--- config.mk ---
export PLATFORM = sky130hd
export DESIGN_NAME = seq_detect_1011
export DESIGN_NICKNAME = d
export VERILOG_FILES = /design/src/rtl/seq_detect_1011.sv
export SDC_FILE = /design/constraint.sdc
export NUM_CORES = 1
export LEC_CHECK = 0
export BUFFER_PORTS_ARGS = -buffer_cell sky130_fd_sc_hd__buf_2
export CAP_MARGIN = 0
export CORE_MARGIN = 3
export CORE_UTILIZATION = 45
export DETAILED_ROUTE_END_ITERATION = 8
export GPL_TIMING_DRIVEN = 0
export PLACE_DENSITY = 0.71
export SLEW_MARGIN = 20
export SYNTH_ARGS = -nofsm -noshare
export SYNTH_HDL_FRONTEND = slang
export SYNTH_SLANG_ARGS = --single-unit
--- constraint.sdc ---
create_clock -name clk -period 1.9 [get_ports clk]
set_clock_uncertainty 0.1 [all_clocks]
set_input_delay 0.095 -clock clk [delete_from_list [all_inputs] [get_ports clk]]
set_output_delay 0.095 -clock clk [all_outputs]
set_load 0.05 [all_outputs]
--- src/rtl/seq_detect_1011.sv ---
// seq_detect_1011
//   Moore serial pattern detector for the bit sequence 1-0-1-1, overlaps
//   included. It consumes the dout stream of the upstream Moore stage and
//   counts detections in a saturating counter.
//
// Ports
//   clk         : clock, rising edge
//   rst         : asynchronous active-high reset
//   din         : serial data bit, sampled only when din_valid = 1
//   din_valid   : qualifies din
//   cnt_clr     : synchronous clear of match_count (state is unaffected)
//   match       : 1 while the state is S4 (pure decode of the state register)
//   state       : current state encoding (S0..S4 = 0..4)
//   match_count : number of detections, saturates at all-ones
module seq_detect_1011 #(
    parameter int unsigned CNT_W = 8
) (
    input  logic             clk,
    input  logic             rst,
    input  logic             din,
    input  logic             din_valid,
    input  logic             cnt_clr,
    output logic             match,
    output logic [2:0]       state,
    output logic [CNT_W-1:0] match_count
);

    typedef enum logic [2:0] {
        S0 = 3'd0,   // no prefix
        S1 = 3'd1,   // "1"
        S2 = 3'd2,   // "10"
        S3 = 3'd3,   // "101"
        S4 = 3'd4    // "1011" detected
    } state_t;

    state_t state_q;
    state_t state_d;
    logic   hit;     // S3 -> S4 on this edge

    localparam logic [CNT_W-1:0] CNT_ONE = {{(CNT_W-1){1'b0}}, 1'b1};

    always_ff @(posedge clk or posedge rst) begin
        if (rst) begin
            state_q <= S0;
        end else begin
            state_q <= state_d;
        end
    end

    always_comb begin
        state_d = state_q;
        hit     = 1'b0;
        case (state_q)
            S0: if (din_valid) state_d = din ? S1 : S0;
            S1: if (din_valid) state_d = din ? S1 : S2;
            S2: if (din_valid) state_d = din ? S3 : S0;
            S3: begin
                if (din_valid) begin
                    if (din) begin
                        state_d = S4;
                        hit     = 1'b1;
                    end else begin
                        state_d = S2;
                    end
                end
            end
            // Overlap: trailing "1" restarts at S1, trailing "10" lands in S2.
            S4: if (din_valid) state_d = din ? S1 : S2;
            // Codes 5-7 recover unconditionally.
            default: state_d = S0;
        endcase
    end

    // Counting on the S3->S4 transition rather than on state==S4 keeps
    // a hold in S4 (din_valid low) from being counted more than once.
    always_ff @(posedge clk or posedge rst) begin
        if (rst) begin
            match_count <= '0;
        end else if (cnt_clr) begin
            match_count <= '0;
        end else if (hit && (match_count != '1)) begin
            match_count <= match_count + CNT_ONE;
        end
    end

    assign state = state_q;
    assign match = (state_q == S4);

endmodule
Word-level counts from Yosys, hierarchy flattened
Cells that the tools add are included.
{ "word_totals": {"regBits": 11, "input_bits": 5} }
{ "op_classes": {"n_addsub": 1, "n_eq_ne": 9, "n_mux": 14, "n_reduce_logical": 5} }
{ "op_table": {"columns": ["operator", "count"], "rows": [
  ["8-bit 2-to-1 mux", 2],
  ["3-bit 2-to-1 mux", 5],
  ["3-bit one-hot mux with 4 select lines", 1],
  ["8-bit by 1-bit adder with 8-bit output, second input constant", 1],
  ["8-bit != test, second input constant", 1],
  ["3-bit by 2-bit equality test with 1-bit output, second input constant", 2],
  ["2-bit != test, second input constant", 3],
  ["1-bit 2-to-1 mux", 4],
  ["2-bit 2-to-1 mux", 2],
  ["4-bit AND reduction", 1],
  ["3-bit by 1-bit equality test with 1-bit output, second input constant", 1],
  ["3-bit equality test, second input constant", 1],
  ["3-bit zero test", 1],
  ["2-bit by 1-bit != test with 1-bit output, second input constant", 1],
  ["2-bit nonzero test", 1],
  ["2-bit OR reduction", 1],
  ["1-bit logical AND", 1]
]} }

Longest topological paths before layout
Gate-level depths: netlist of the first run.
{ "logic_depth": {"ltp_word": 6, "depth_mapped": 6} }

Worst setup path before layout of the first run
No wires, ideal clock.
{ "synth_path": {"path_kind": "flip-flop to flip-flop", "startpoint": "register state_q[2], in the netlist state[2]", "endpoint": "register state_q[2], in the netlist state[2]", "setup_ns": 0.073, "arrival_time_ns": 2.204, "slack_ns": -0.477, "stages_incl_launch_ff": 4, "synth_period_minus_slack_ns": 2.377, "cell_sequence": "dfrtp_1 inv_1 nor3_1 a22o_1"} }
{ "synth_via": {"elab_chain_len": 4} }
{ "synth_rtl": {"columns": ["item", "line", "source"], "rows": [
  ["start, declared", "36", "state_t state_q;"],
  ["start signal, assigned", "46", "state_q <= state_d;"],
  ["3-bit equality test *", null, null],
  ["via match", "23", "output logic match,"],
  ["2-bit OR reduction (no line) *", null, null],
  ["2-bit by 1-bit != test with 1-bit output (no line)", null, null],
  ["4-bit AND reduction (no line)", null, null]
]} }
The timed path passes the listed nets; every way through them passes the cells marked *.
A chain may end at the register's enable or synchronous reset.

Worst setup path after layout of the first run
{ "layout_path": {"startpoint": "register match_count[0]", "endpoint": "register match_count[4]"} }
{ "layout_via": {"elab_chain_len": 3} }
{ "layout_rtl": {"columns": ["item", "line", "source"], "rows": [
  ["start, declared", "25", "output logic [CNT_W-1:0] match_count"],
  ["start signal, assigned", "82", "match_count <= match_count + CNT_ONE;"],
  ["8-bit by 1-bit adder with 8-bit output or 8-bit != test (tied branches)", "82, 81", null],
  ["8-bit 2-to-1 mux or 1-bit logical AND (tied branches)", "81", "end else if (hit && (match_count != '1)) begin"],
  ["8-bit 2-to-1 mux or 2-bit nonzero test (tied branches)", null, null]
]} }
Several ways; a longest one is shown, not always the timed one. The select of a mux whose other input is x is not followed.

==> results of run 1 <==
==> worst min path at each step <==
stage | cells after the start | slack [ns] | from | endpoint
floorplan | 1 | -0.15 | rst | match_count[0]$_DFFE_PP0P_
global placement | 2 | -0.002 | rst | match_count[7]$_DFFE_PP0P_
detailed placement | 2 | 0.0005 | rst | match_count[1]$_DFFE_PP0P_
CTS | 3 | 0.06 | din | state[0]$_DFFE_PP0P_
global route | 3 | 0.09 | din | state[0]$_DFFE_PP0P_
finish | 3 | 0.06 | din | state[0]$_DFFE_PP0P_
==> metal layers <==
metal	wire, um	part of all wire [%]	up-vias
li1	-	-	281
met1	690	52	249
met2	561	42	17
met3	65	4.9	2
met4	12	0.90	0
met5	0	0	-
==> per-stage QoR <==
stage	setup slack (ns)	setup TNS, ns	instance area [um^2]	hold WS [ns]
2_1_floorplan	-0.0261	-0.0388	607	-0.153
6_report	0.152	0	736	0.0589
4_1_cts	0.171	0	736	0.0574
5_1_grt	0.0848	0	736	0.0850
3_3_place_gp	0.210	0	699	-0.00153
3_5_place_dp	0.203	0	699	0.000503
==> worst max-delay path: cells and delay by family, from the launching register on <==
| kind | cells | cell delay [ns] |
|---|---|---|
| buffers and inverters | 1 | 0.16 |
| AOI/OAI and AO/OA | 2 | 0.25 |
| DFF | 1 | 0.43 |
| adders and majority gates | 1 | 0.27 |
| and+or+nand+nor | 2 | 0.46 |
==> cell type report <==
cell class	count	area (um^2)	share of cell area, %
well taps	14	17.5	2.38
inverters	5	18.8	2.55
clock buffers	4	26.3	3.57
plain buffers	3	20.0	2.72
repair buffers	16	85.1	11.6
flip-flops and latches	11	275	37.4
multi-input cells	46	293	39.8
==> state kept, by name (all words and copies together), names as in the netlist <==
signal	cells
state	3
match_count	8
==> cells in the final DEF, fill, tap and decap left out, types with 2 or more instances in the layout <==
cell       n
or4_1      3
o31ai_1    2
nor2_1     4
clkbuf_4   3
nand3_1    4
mux2i_1    2
dfrtp_1   11
or3_1      3
a31oi_1    2
buf_2     16
inv_1      5
nand2_1    4
o21ai_0    4
a21oi_1    6
==> repair_timing <==
action,CTS,global route
hold endpoints to repair,11,0
hold buffers,1,0
gates resized for setup,0,0
==> where the power goes <==
group          internal, W  leakage (nW)  switching, W
Clock            0.0000812        0.0150     0.0000829
Combinational    0.0000710         0.192      0.000180
Sequential        0.000259         0.150     0.0000333
Total             0.000411         0.357      0.000296
==> cells by family after synthesis <==
group,count (synthesis)
mux,2
flops,11
simple gates,24
fa+ha+maj,1
buf+inv,8
compound gates,18
xor+xnor,1
==> flow_summary.ini, run 1 <==
[run_status]
run_status = finished, final reports clean

[global_route]
first_pass_grt_wire_length_um = 2000
groute.layer.met2.usage_pct = 20.4
grtUsageTotal_pct = 14.7
gr-usage-met1_pct = 20.0
grt.met3_usage_pct = 3.86
grt_pass1_vias = 462
grt_antenna_before_repair = 0
global_route.peak_usage_layer = met2
pin_count_of_the_biggest_net_entering_global_routing = 12
grt.overflow.total = 0

[route]
num_vias = 549
drt_first_pass_iters = 4
wire_per_inst_um = 13.4
drt_iter0_markers = 13
route.antenna.remaining_nets = 0
drc_violations_left = 0
via_per_inst = 5.55
routed_wl_um = 1330

[final_layout]
filler_cell_count = 112
layout.core_utilization_pct = 62.0
share_of_layout_cells_above_drive_strength_1_pct = 25.9
number_of_inserted_diodes = 0
final_cells = 99
syn_to_final_growth_pct = 22.2
layout.nets = 92

[worst_setup_path]
endpoint = match_count[4]$_DFFE_PP0P_
r2r_endpoint = match_count[4]$_DFFE_PP0P_
worst-endpoint-required_ns = 1.99
worst-r2r-cell-count = 6
reg2reg_setup_slack_ns = 0.15
max_stage_delay_ns = 0.43
worstSetupStartpointType = flip-flop
worst_setup_path_startpoint = match_count[0]$_DFFE_PP0P_
crit_path_cell_trace = ha_1, nand3_1, o211ai_2, buf_6, or3_1, a21oi_1
worstSetupPathType = flip-flop to flip-flop
worstPathMaxFanout = 10
reg2reg_from = match_count[0]$_DFFE_PP0P_
worstPathArrival_ns = 1.84
worstSetupEndpointType = flip-flop
critical_path.slowest_cell = dfrtp_1

[power]
p_leak_nw = 0.357
power_density_nw_per_um2 = 961
report.power.total_w = 0.000707
vdd_drop_max_v = 0.000351

[place]
gp_routability_congestion = 0.769
io_buffer_count = 15
detailedPlacementHpwl_um = 933
placed_cells_incl_taps = 94

[run]
timing.max_cap.violations = 0

[synth]
ys_warn_count = 0
post_synth.cell_area_avg_um2 = 9.26
sequential_element_share_of_the_synthesized_area_pct = 45.7
synthArstFlopShare_pct = 100
ys.flop_type = dfrtp_1
synthesized_nets = 71
synthXorXnorAreaFrac_pct = 1.46
synth_edf_count = 0
synth_compound_gate_area_share_pct = 18.9
netlist.top_cell.by_area = dfrtp_1
most_common_cell_in_the_netlist = dfrtp_1
cell_count_after_synthesis = 65
synth-seq-cells = 11
top_post_synthesis_cells_by_count = dfrtp_1 (11), a21oi_1 (6), inv_1 (5)
synthDistinctLibCells = 27
synth_top_family_by_area = simple AND/OR/NAND/NOR gates
synth-simple-area-share_pct = 22.0
yosys.area_share.adder_pct = 2.08
synthMuxAreaShare_pct = 3.33
post_synthesis_instance_area_um2 = 602
synth.area.top_cells = dfrtp_1 (46%), a21oi_1 (5.0%), or4_1 (3.7%)
post-synth-top-area-fraction_pct = 45.7

[floorplan]
floorplan.die.width_um = 42.6
boundaryPins = 17
coreArea_um2 = 1190
num_rows = 12
die_area_um2 = 1810
die_h_um = 42.6
initial_standard_cell_utilization_of_the_core_pct = 50.7

[clock_network]
numCtsBuffers = 3
clock_tree.htree_level_count = 1
cts_tree = yes
clock_sinks = 11
cts_setup_buffers = 0
cts_max_path_buffers = 2
clk_transition_reported_paths_ns = 0.07
cts.root.buffer_cell = clkbuf_4
clk_latency_ns = 0.27

[timing]
layout_worst_path_cycle_share_pct = 92.0
finalSetupViolCount = 0
final_critical_period_ns = 1.75
drv_slew = 0
report.final.hold_viol_count = 0
grt_setup_unrepaired = false
tightest_slew_ns = 0.414
timing.fmax_mhz = 572
slew-limit-headroom_pct = 72.4

[worst_hold_path]
min_path_type = input port to flip-flop
Note: power is estimated with default switching activity, not from simulation.
==> run 2, diff against run 1 <==
Settings changed: ABC_AREA from default to 1, PLACE_DENSITY 0.71 to 0.69.
==> run 2 against run 1 <==
Net effect:
- final cell count up 32%
- synthesized cell count up 45%
- core utilization down 0.94 points
- register-to-register slack better by 0.24 ns
- critical endpoint is now match_count[0]$_DFFE_PP0P_
- largest cell class unchanged
==> flow_summary.ini, run 2 <==
[run_status]
run_status = finished, final reports clean

[clock_network]
cts_max_path_buffers = 2
numCtsBuffers = 3
cts_tree = yes
cts.root.buffer_cell = clkbuf_4
cts_hold_repair.buffers = 2
clk_transition_reported_paths_ns = 0.07
cts_setup_buffers = 0
clock_sinks = 11
clk_latency_ns = 0.27
post_cts_resize_count = 0
clock_tree.htree_level_count = 1

[final_layout]
filler_cell_count = 132
most_common_library_cell_in_the_layout_ignoring_fill_and_taps = nand2_1
multi_input_area_um2 = 373
layout.nets = 123
syn_to_final_growth_pct = 21.9
mostFrequentLayoutCells = nand2_1 (21), buf_2 (16), nor2_1 (11), nand3_1 (11), dfrtp_1 (11)
layout.core_utilization_pct = 61.1
share_of_layout_cells_above_drive_strength_1_pct = 26.7
number_of_inserted_diodes = 0
register_area_um2 = 275
largest_register_ffs = 8
regMostFlops = match_count
post-route-cell-area_um2 = 835

[floorplan]
die_h_um = 45
num_rows = 13
coreArea_um2 = 1370
boundaryPins = 17
floorplan.die.width_um = 45
die_area_um2 = 2030
initial_standard_cell_utilization_of_the_core_pct = 50.1

[synth]
synth.area.top_cells = dfrtp_1 (40%), nand2_1 (12%), nand3_1 (8.0%)
post_synthesis_instance_area_um2 = 684
post-synth-top-area-fraction_pct = 40.2
most_common_cell_in_the_netlist = nand2_1
ys_warn_count = 0
top_post_synthesis_cells_by_count = nand2_1 (21), dfrtp_1 (11), nand3_1 (11), nor2_1 (11), inv_1 (9)
sequential_element_share_of_the_synthesized_area_pct = 40.2
cell_count_after_synthesis = 94
synth_edf_count = 0
synthArstFlopShare_pct = 100
post_synth.cell_area_avg_um2 = 7.28
synthesized_nets = 100
ys.flop_type = dfrtp_1
synth-seq-cells = 11
netlist.top_cell.by_area = dfrtp_1
synthDistinctLibCells = 23

[timing]
drv_slew = 0
final_critical_period_ns = 1.51
timing.fmax_mhz = 661
slew-limit-headroom_pct = 71.4
fin_tns_setup_ns = 0
grt_setup_unrepaired = false
fin_ws_ns = 0.387
layout_worst_path_cycle_share_pct = 79.6
tightest_slew_ns = 0.429
report.final.hold_viol_count = 0
finalSetupViolCount = 0

[worst_setup_path]
worst-endpoint-required_ns = 1.95
worstPathArrival_ns = 1.57
worstSetupPathType = flip-flop to flip-flop
worstSetupEndpointType = flip-flop
reg2reg_setup_slack_ns = 0.39
worstSetupStartpointType = flip-flop
worst_setup_path_startpoint = match_count[0]$_DFFE_PP0P_
worstPathMaxFanout = 10
reg2reg_from = match_count[0]$_DFFE_PP0P_

[global_route]
grt_pass1_vias = 648
first_pass_grt_wire_length_um = 2780
pin_count_of_the_biggest_net_entering_global_routing = 12
grt_antenna_before_repair = 0
grt.overflow.total = 0
grtUsageTotal_pct = 18.5

[route]
drc_violations_left = 0
drt_first_pass_iters = 4
route.antenna.remaining_nets = 0
num_vias = 672
wire_per_inst_um = 11.8
routed_wl_um = 1540
drt_iter0_markers = 25
via_per_inst = 5.13

[worst_hold_path]
hold_start = din
min_path_type = input port to flip-flop

[place]
placed_cell_area_um2 = 788
detailedPlacementHpwl_um = 1170
dpl_worst_slack_ns = 0.409
gp_routability_congestion = 0.820
io_buffer_count = 16

[run]
timing.max_cap.violations = 0

[power]
power_report.internal_total_w = 0.000369
p_seq_share_pct = 47.0
report.power.total_w = 0.000585
power.share.switching_pct = 36.9
power_density_nw_per_um2 = 701
vdd_drop_max_v = 0.000382
p_leak_nw = 0.424
power.share.clock_pct = 27.3
netSwitchingPower_w = 0.000216
comb_pwr_share_pct = 25.6
run 2: path summary, 6_finish.rpt:
check                                              to  cells past startpoint
max                        match_count[0]$_DFFE_PP0P_                      8
min                              state[1]$_DFFE_PP0P_                      4
max reg2reg                match_count[0]$_DFFE_PP0P_                      8
min reg2reg                match_count[1]$_DFFE_PP0P_                      2
max in group asynchronous        state[2]$_DFFE_PP0P_                      3
min in group asynchronous  match_count[6]$_DFFE_PP0P_                      3
run 2: layer usage:
metal / wire length (um) / global-route usage (%)
met1: 785 / 25.1
met2: 674 / 29.9
met3: 68 / 2.39
met4: 12 / 7.02
met5: 0 / 0
run 2: power groups by stage:
stage	Clock (W)	Combinational (W)	Sequential [W]
6_report	0.000160	0.000150	0.000275
5_1_grt	0.000170	0.000165	0.000279
4_1_cts	0.000161	0.000151	0.000275
3_5_place_dp	0	0.000148	0.000280
3_3_place_gp	0	0.000146	0.000278
2_1_floorplan	0	0.0000582	0.000330
run 2: cell type report:
| type | instances | area share, % |
|---|---|---|
| well taps | 15 | 2.25 |
| inverters | 11 | 4.95 |
| flip-flops and latches | 11 | 33.0 |
| clock buffers | 4 | 3.15 |
| repair buffers | 18 | 12.0 |
| multi-input cells | 72 | 44.7 |
run 2: stage by stage:
| stage | instances | hold WS (ns) |
|---|---|---|
| final | 131 | 0.0236 |
| after global routing | 131 | 0.0407 |
| after CTS | 131 | 0.0196 |
| after detailed placement | 125 | 0.0135 |
| after global placement | 125 | 0.0124 |
| after floorplan | 94 | -0.153 |
run 2: logic make-up after synthesis:
kind of cell               share of synthesized area [%]
and+or+nand+nor                                     39.7
AOI/OAI and AO/OA                                   11.0
buffers and inverters                               6.03
DFF                                                 40.2
xor gates and xnor gates                            1.28
adders and majority gates                           1.83
run 2: worst max-delay path, stage by stage (launching register included):
cell	delay, ns
dfrtp_1	0.41
ha_1	0.20
nand2_2	0.08
nor2_2	0.12
nand2_2	0.10
nand2_4	0.14
nand2_2	0.11
nand3_2	0.07
nand2_1	0.06
==> run 3, diff against run 2 <==
Settings changed: ABC_AREA 1 to 0, PLACE_DENSITY 0.69 to 0.71.
Clock period 1.9 ns to 1.5 ns, I/O delays scaled along.
==> run 3 against run 2 <==
Net effect:
- the flow now finishes with violations (negative setup slack)
- sequential cell count is the same
- sequential share of layout area shrank 2.1 points
- first-iteration DRC count grew 48%
- highest routed layer unchanged
- count of clock-buffer cells in the layout is the same
- global-route usage grew 4.2 points
- critical path type unchanged
- total power grew 93%
- critical path depth shrank 4
- combinational power grew to 3.6 times the previous value
- die area shrank 11%
- register-to-register slack lost 0.55 ns
- critical endpoint is now match_count[5]$_DFFE_PP0P_
- maximum frequency shrank 9.0%
==> flow_summary.ini, run 3 (synthesis gave the netlist of run 1 again) <==
[clock_network]
numCtsBuffers = 3
clock_sinks = 11
clock_tree.htree_level_count = 1
cts_max_path_buffers = 2
clk_transition_reported_paths_ns = 0.08
clk_latency_ns = 0.28
cts_tree = yes
cts.root.buffer_cell = clkbuf_4

[final_layout]
share_of_layout_cells_above_drive_strength_1_pct = 55.4
syn_to_final_growth_pct = 54.9
final_cells = 115
largest_register_ffs = 8
layout.nets = 108
number_of_inserted_diodes = 0
regMostFlops = match_count
mostFrequentLayoutCells = buf_2 (15), buf_4 (15), dfrtp_2 (10)

[timing]
tightest_slew_ns = 0.444
layout_worst_path_cycle_share_pct = 111
report.final.hold_viol_count = 0
drv_slew = 0
final_critical_period_ns = 1.66
grt_setup_unrepaired = true
fin_ws_ns = -0.162
slew-limit-headroom_pct = 70.3
finalSetupViolCount = 8
timing.fmax_mhz = 602

[worst_setup_path]
worstSetupEndpointType = flip-flop
worst_path_dominant_cell_family = simple AND/OR/NAND/NOR gates
worstPathArrival_ns = 1.77
worstSetupPathType = flip-flop to flip-flop
worstSetupStartpointType = flip-flop
critical_path.slowest_cell = or4_4
worst-r2r-cell-count = 4
crit_path_cell_trace = and4b_2, o211ai_4, or4_4, a21oi_2
worst_setup_path_startpoint = state[2]$_DFFE_PP0P_
max_stage_delay_ns = 0.50
critPathBufInv = 0
reg2reg_from = state[2]$_DFFE_PP0P_
crit_cells = 4
worst-endpoint-required_ns = 1.61
worstPathMaxFanout = 4

[floorplan]
num_rows = 12
coreArea_um2 = 1190
die_h_um = 42.6
boundaryPins = 17
floorplan.die.width_um = 42.6
die_area_um2 = 1810
initial_standard_cell_utilization_of_the_core_pct = 50.7

[run_status]
failed_checks = negative setup slack
run_status = complete, but fails checks

[worst_hold_path]
cells_on_worst_hold_path = 3
min_path_type = input port to flip-flop
hold_start = din_valid

[global_route]
grt_antenna_before_repair = 0
first_pass_grt_wire_length_um = 3040
grt.overflow.total = 0
pin_count_of_the_biggest_net_entering_global_routing = 12
grtUsageTotal_pct = 22.7
grt_pass1_vias = 647

[route]
drt_iter0_markers = 37
drc_violations_left = 0
route.antenna.remaining_nets = 0
num_vias = 706
via_per_inst = 6.14
routed_wl_um = 2040
wire_per_inst_um = 17.7
drt_first_pass_iters = 4

[place]
gp_routability_congestion = 0.751
io_buffer_count = 15
detailedPlacementHpwl_um = 1050
placed_cells_incl_taps = 94

[run]
timing.max_cap.violations = 0

[power]
p_leak_nw = 0.423
power_density_nw_per_um2 = 1210
vdd_drop_max_v = 0.000673
report.power.total_w = 0.00113
==> run 3: metal layers <==
metal	GRT usage [%]	part of all wire [%]	routed length, um
met2	37.1	50	1010
met1	27.3	38	771
met3	6.01	8.9	182
met4	11.2	3.3	68
met5	0	0	0
==> run 3: final timing paths <==
path / to / slack, ns
setup / recovery: match_count[5]$_DFFE_PP0P_ / -0.16
hold / removal: state[2]$_DFFE_PP0P_ / 0.06
setup reg to reg: match_count[5]$_DFFE_PP0P_ / -0.16
max in group asynchronous: match_count[1]$_DFFE_PP0P_ / 0.74
min in group asynchronous: state[2]$_DFFE_PP0P_ / 0.23
hold reg to reg: match_count[6]$_DFFE_PP0P_ / 0.51
==> run 3: what timing repair did <==
action	CTS	global route
endpoints found under the setup margin	8	9
endpoints found under the hold margin	11	0
cloned	0	1
buffers inserted	11	4
gates resized for setup	3	7
pin swaps	2	3
hold buffers	1	0
==> run 3: tightest hold or removal path: stages <==
cell and delay [ns]:
buf_2 0.13, inv_1 0.08, a22o_1 0.12
==> run 3: where the power goes <==
group / total (W) / leakage, nW / internal (W) / switching (W)
clock: 0.000219 / 0.0150 / 0.000103 / 0.000116
sequential: 0.000365 / 0.134 / 0.000334 / 0.0000308
combinational: 0.000546 / 0.274 / 0.000221 / 0.000325
==> run 3: per-stage QoR <==
stage               util, %  cell area, um^2  TNS, ns  hold slack [ns]  setup WS (ns)
floorplan                 -              649    -1.25           -0.173         -0.200
global placement       62.6              742   -0.430         -0.00524         -0.115
detailed placement     62.6              742   -0.729         0.000380         -0.142
CTS                    73.6              873   -0.505           0.0427         -0.109
global route           78.6              932    -1.34           0.0490         -0.196
finish                 78.6              932   -0.894           0.0577         -0.162
==> run 3: layout make-up <==
type                       count  area [um^2]
inverter                       5         18.8
timing repair buffer          32          209
sequential                    11          288
fill                          78          254
buffer                         3         26.3
multi-input combinational     46          347
tap                           14         17.5
clock buffer                   4         26.3
